## src/rtl/rgb_wheel_pwm.sv

```systemverilog
// RGB colour-wheel PWM generator for the iCE40 SB_RGBA_DRV.
// Walks a saturated 6-phase hue wheel, scales it and emits 8-bit PWM.
module rgb_wheel_pwm #(
   parameter int STEP_CYCLES = 23437
) (
   input  logic       clk,
   input  logic       rst_n,
   input  logic       en,
   input  logic [7:0] brightness,
   output logic       r,
   output logic       g,
   output logic       b,
   output logic [2:0] phase
);

   localparam int PW = (STEP_CYCLES > 1) ? $clog2(STEP_CYCLES) : 1;
   localparam logic [PW-1:0] PRE_LAST = PW'(STEP_CYCLES - 1);

   typedef enum logic [2:0] {
      P0 = 3'd0,
      P1 = 3'd1,
      P2 = 3'd2,
      P3 = 3'd3,
      P4 = 3'd4,
      P5 = 3'd5
   } phase_t;

   logic [7:0]    pwm_cnt;
   logic [PW-1:0] pre_cnt;
   logic [7:0]    ramp;
   phase_t        phase_q;
   phase_t        phase_d;
   logic          step_tick;
   logic          ramp_top;

   logic [7:0] lvl_r;
   logic [7:0] lvl_g;
   logic [7:0] lvl_b;
   logic [7:0] fall;
   logic [8:0] bsc;
   logic [7:0] scl_r;
   logic [7:0] scl_g;
   logic [7:0] scl_b;
   logic [7:0] duty_r;
   logic [7:0] duty_g;
   logic [7:0] duty_b;

   assign step_tick = en && (pre_cnt == PRE_LAST);
   assign ramp_top  = (ramp == 8'hff);
   assign fall      = ~ramp;
   assign phase     = phase_q;

   // free-running PWM counter, independent of en
   always_ff @(posedge clk or negedge rst_n) begin
      if (!rst_n) begin
         pwm_cnt <= 8'd0;
      end else begin
         pwm_cnt <= pwm_cnt + 8'd1;
      end
   end

   // step prescaler, frozen while en is low
   always_ff @(posedge clk or negedge rst_n) begin
      if (!rst_n) begin
         pre_cnt <= '0;
      end else if (en) begin
         if (step_tick) begin
            pre_cnt <= '0;
         end else begin
            pre_cnt <= pre_cnt + PW'(1);
         end
      end
   end

   // ramp position inside the current phase
   always_ff @(posedge clk or negedge rst_n) begin
      if (!rst_n) begin
         ramp <= 8'd0;
      end else if (step_tick) begin
         ramp <= ramp + 8'd1;
      end
   end

   // wheel phase state register
   always_ff @(posedge clk or negedge rst_n) begin
      if (!rst_n) begin
         phase_q <= P0;
      end else begin
         phase_q <= phase_d;
      end
   end

   // next phase and per-phase colour levels; codes 6/7 fall back to P0
   always_comb begin
      phase_d = phase_q;
      lvl_r   = 8'hff;
      lvl_g   = ramp;
      lvl_b   = 8'h00;
      case (phase_q)
         P0: begin
            lvl_r = 8'hff;
            lvl_g = ramp;
            lvl_b = 8'h00;
            if (step_tick && ramp_top) phase_d = P1;
         end
         P1: begin
            lvl_r = fall;
            lvl_g = 8'hff;
            lvl_b = 8'h00;
            if (step_tick && ramp_top) phase_d = P2;
         end
         P2: begin
            lvl_r = 8'h00;
            lvl_g = 8'hff;
            lvl_b = ramp;
            if (step_tick && ramp_top) phase_d = P3;
         end
         P3: begin
            lvl_r = 8'h00;
            lvl_g = fall;
            lvl_b = 8'hff;
            if (step_tick && ramp_top) phase_d = P4;
         end
         P4: begin
            lvl_r = ramp;
            lvl_g = 8'h00;
            lvl_b = 8'hff;
            if (step_tick && ramp_top) phase_d = P5;
         end
         P5: begin
            lvl_r = 8'hff;
            lvl_g = 8'h00;
            lvl_b = fall;
            if (step_tick && ramp_top) phase_d = P0;
         end
         default: begin
            lvl_r = 8'hff;
            lvl_g = ramp;
            lvl_b = 8'h00;
            if (step_tick) phase_d = P0;
         end
      endcase
   end

   // brightness scale: level * (brightness + 1) / 256
   always_comb begin
      bsc   = {1'b0, brightness} + 9'd1;
      scl_r = 8'((17'(lvl_r) * 17'(bsc)) >> 8);
      scl_g = 8'((17'(lvl_g) * 17'(bsc)) >> 8);
      scl_b = 8'((17'(lvl_b) * 17'(bsc)) >> 8);
   end

   // duty shadows load only at the period wrap so a period never glitches
   always_ff @(posedge clk or negedge rst_n) begin
      if (!rst_n) begin
         duty_r <= 8'd0;
         duty_g <= 8'd0;
         duty_b <= 8'd0;
      end else if (pwm_cnt == 8'hff) begin
         duty_r <= scl_r;
         duty_g <= scl_g;
         duty_b <= scl_b;
      end
   end

   // registered PWM compare, gated by en
   always_ff @(posedge clk or negedge rst_n) begin
      if (!rst_n) begin
         r <= 1'b0;
         g <= 1'b0;
         b <= 1'b0;
      end else begin
         r <= en && (pwm_cnt < duty_r);
         g <= en && (pwm_cnt < duty_g);
         b <= en && (pwm_cnt < duty_b);
      end
   end

endmodule

```

## config.mk

```make
export PLATFORM = sky130hd
export DESIGN_NAME = rgb_wheel_pwm
export DESIGN_NICKNAME = d
export VERILOG_FILES = /design/src/rtl/rgb_wheel_pwm.sv
export SDC_FILE = /design/constraint.sdc
export NUM_CORES = 1
export LEC_CHECK = 0
export ABC_AREA = 1
export BUFFER_PORTS_ARGS = -buffer_cell sky130_fd_sc_hd__buf_4
export CORE_MARGIN = 3
export CORE_UTILIZATION = 58
export CTS_BUF_LIST = sky130_fd_sc_hd__clkbuf_4
export DETAILED_ROUTE_END_ITERATION = 7
export PLACE_DENSITY = 0.74
export SLEW_MARGIN = 20
export SYNTH_ARGS = -nofsm -noshare
export SYNTH_HDL_FRONTEND = slang
export SYNTH_SLANG_ARGS = --single-unit
```

## constraint.sdc

```tcl
create_clock -name clk -period 9.2 [get_ports clk]
set_input_delay 1.84 -clock clk [delete_from_list [all_inputs] [get_ports clk]]
set_output_delay 1.84 -clock clk [all_outputs]
set_load 0.02 [all_outputs]
```

==> results_dict.tcl <==
set metrics [dict create \
    grt_usage 0.281 \
    ys_seq_elements 61 \
    worstRegToRegCells 20 \
    dp_cells 1632 \
    synth_cells 1406 \
    synth-async-reset-ratio 1.00 \
    finalHoldViolCount 0 \
    post_cts_resized 0 \
    relSlewSlack 0.296 \
    critPathMaxFanout 20 \
    via_per_inst 5.54 \
    cts_buffers 9 \
    cellLeakagePower_nw 6.24 \
    num_io_pins 17 \
    synth_edf_count 0 \
    drt_iter0_markers 688 \
    fp.coreArea_sq_mm 0.0174 \
    wire_per_inst_microns 15.6 \
    finalCoreUtilization 0.624 \
    synth.net_count 1661 \
    ys.flop_type "dfrtp_1" \
    antenna_found_initial 1 \
    synthesis.area_sq_mm 0.0103 \
    drv_slew 0 \
    period_minus_slack_ns 7.23 \
    regArea_sq_mm 0.00153 \
    start_util 0.596 \
    die_width_microns 140 \
    drive_gt1_frac 0.0492 \
    clockRootBuffer "clkbuf_4" \
    die_y_microns 140 \
    drc 0 \
    grt_pass1_wl_mm 44.3 \
    gp_congestion 0.909 \
    start_kind "input port" \
    tritoncts "yes" \
    grt_pass1_vias 9215 \
    gr-total-overflow 0 \
    r2r_start "phase[1]" \
    via_count 9136 \
    yosysMostFrequentCell "inv_1" \
    grt-busiest-layer "met2" \
    ys_types 45 \
    fmax_mhz 138 \
    fin_skew_ns 0.0282 \
    place_area_sq_mm 0.0107 \
    crit_end "duty_b[7]" \
    fin_crit_sh 0.786 \
    rrSetupSlack_ns 3.48 \
    status "finished, final reports clean" \
    synth_top_area_cell "fa_1" \
    startpoint "brightness[0]" \
    dp_hpwl_mm 20.5 \
    clkTransAtPathRegs_ns 0.10 \
    yosysTopAreaCellShare 0.232 \
    htreeDepth 3 \
    power_density_mw_per_mm2 139 \
    area_growth_pct 4.72 \
    wirelength_mm 25.7 \
    grt_max_degree 62 \
    clockBufferDepth 2 \
    hold_path_class "flop to flop" \
    cts_hold_buf 0 \
    final_cell_count_no_fill 1649 \
    synth.area.top_cells "fa_1 (23%), ha_1 (15%), dfrtp_1 (15%), inv_1 (11%), nand2_1 (10%)" \
    first_pass_iters 5 \
    ir_drop_mv 0.223 \
    clock_latency_ns 0.46 \
    dieArea_sq_mm 0.0195 \
    path_class "input port to flop" \
    finalPower_mw 1.51 \
    met3_usage 0.0488 \
    r2r_end "duty_r[6]" \
    setup_violations 0 \
    fin_nets 1673 \
    cts_sinks 61 \
    cp-end-kind "flop" \
    finalInstanceArea_sq_mm 0.0108 \
    io_buffers 16 \
    seq_area_frac_synth 0.148 \
    synth_commonest_cells "inv_1 (292), nand2_1 (289), nor2_1 (202)" \
    rsz0062_at_grt "false" \
    nFillCells 1620 \
    rows 48 \
    setup_total_negative_slack_ns 0 \
    use_met2 0.445 \
    worstPathRequired_ns 9.54 \
    synth_warnings 0 \
    post_cts_buffers 0 \
    use_met1 0.385 \
    maxCapViolCount 0 \
    worstPathArrival_ns 7.58 \
    antenna_left 0 \
    multiInputGateArea_sq_mm 0.00758 \
    avgSynthCellArea_sq_um 7.36 \
    worst_pin_slew_ns 1.05 \
]
## cell usage in the layout, fill, tap and decap left out, types with 10 or more instances in the layout
master and instances:
a21oi_1 40, buf_4 20, dfrtp_1 61, fa_1 120, ha_1 124, inv_1 292, nand2_1 289, nand3_1 62
nand4_1 10, nor2_1 202, nor3_1 14, o21ai_0 49, xnor2_1 12, xor2_1 18
## area by class of cell
cell class,count,share of cell area
diodes,1,0.000231
clock buffers,9,0.00624
clock inverters,7,0.00682
inverters,304,0.106
multi-input cells,1022,0.700
flip-flops and latches,61,0.141
well taps,225,0.0260
repair buffers,20,0.0139
## report_power, final
group	switching, mW	internal (mW)	total (mW)
Sequential	0.0181	0.286	0.304
Clock	0.119	0.0834	0.203
Combinational	0.627	0.375	1.00
Total	0.764	0.745	1.51
## logic make-up after synthesis
kind of cell / count (synthesis) / synth area share
AND/OR/NAND/NOR: 619 / 0.253
flip-flops: 61 / 0.148
adder cells (fa/ha/maj): 244 / 0.382
AO/OA/AOI/OAI: 129 / 0.0716
buffers and inverters: 323 / 0.120
XOR/XNOR: 30 / 0.0254
## sequential cells by signal (all words and copies together), names as in the netlist, 3 cells and up
register	flops
duty_b	8
duty_g	8
duty_r	8
phase	3
pre_cnt	15
pwm_cnt	8
ramp	8
## routing by layer
metal / wire [microns] / up-vias
met1: 11100 / 4363
met5: 0 / -
li1: - / 4357
met2: 11800 / 348
met4: 913 / 0
met3: 1900 / 68
## worst max-delay path, stage by stage
cell	delay, ns
buf_4	0.23
ha_1	0.22
xor2_1	0.54
clkinv_1	0.82
nor2_1	0.37
fa_1	0.47
fa_1	0.52
fa_1	0.54
inv_1	0.06
fa_1	0.53
inv_1	0.04
ha_1	0.35
nand2_1	0.13
inv_1	0.05
a21oi_1	0.24
inv_1	0.07
a211oi_1	0.27
nand3_1	0.12
nand3_1	0.10
nand2_1	0.05
## metrics by stage
step | worst slack (ns) | hold WS (ns)
2_1_floorplan | 2.59 | 0.449
3_3_place_gp | 1.70 | 0.465
3_5_place_dp | 1.55 | 0.466
4_1_cts | 2.03 | 0.498
5_1_grt | 1.46 | 0.523
6_report | 1.97 | 0.493
## worst min-delay path by stage
stage,startpoint,endpoint,slack [ns],cells past startpoint
floorplan,duty_b[2],duty_b[2],0.45,2
global placement,duty_r[2],duty_r[2],0.47,2
global route,duty_g[2],duty_g[2],0.52,2
CTS,duty_b[3],duty_b[3],0.50,2
finish,duty_b[0],duty_b[0],0.49,2
detailed placement,duty_b[3],duty_b[3],0.47,2
(Power assumes the default switching activity.)
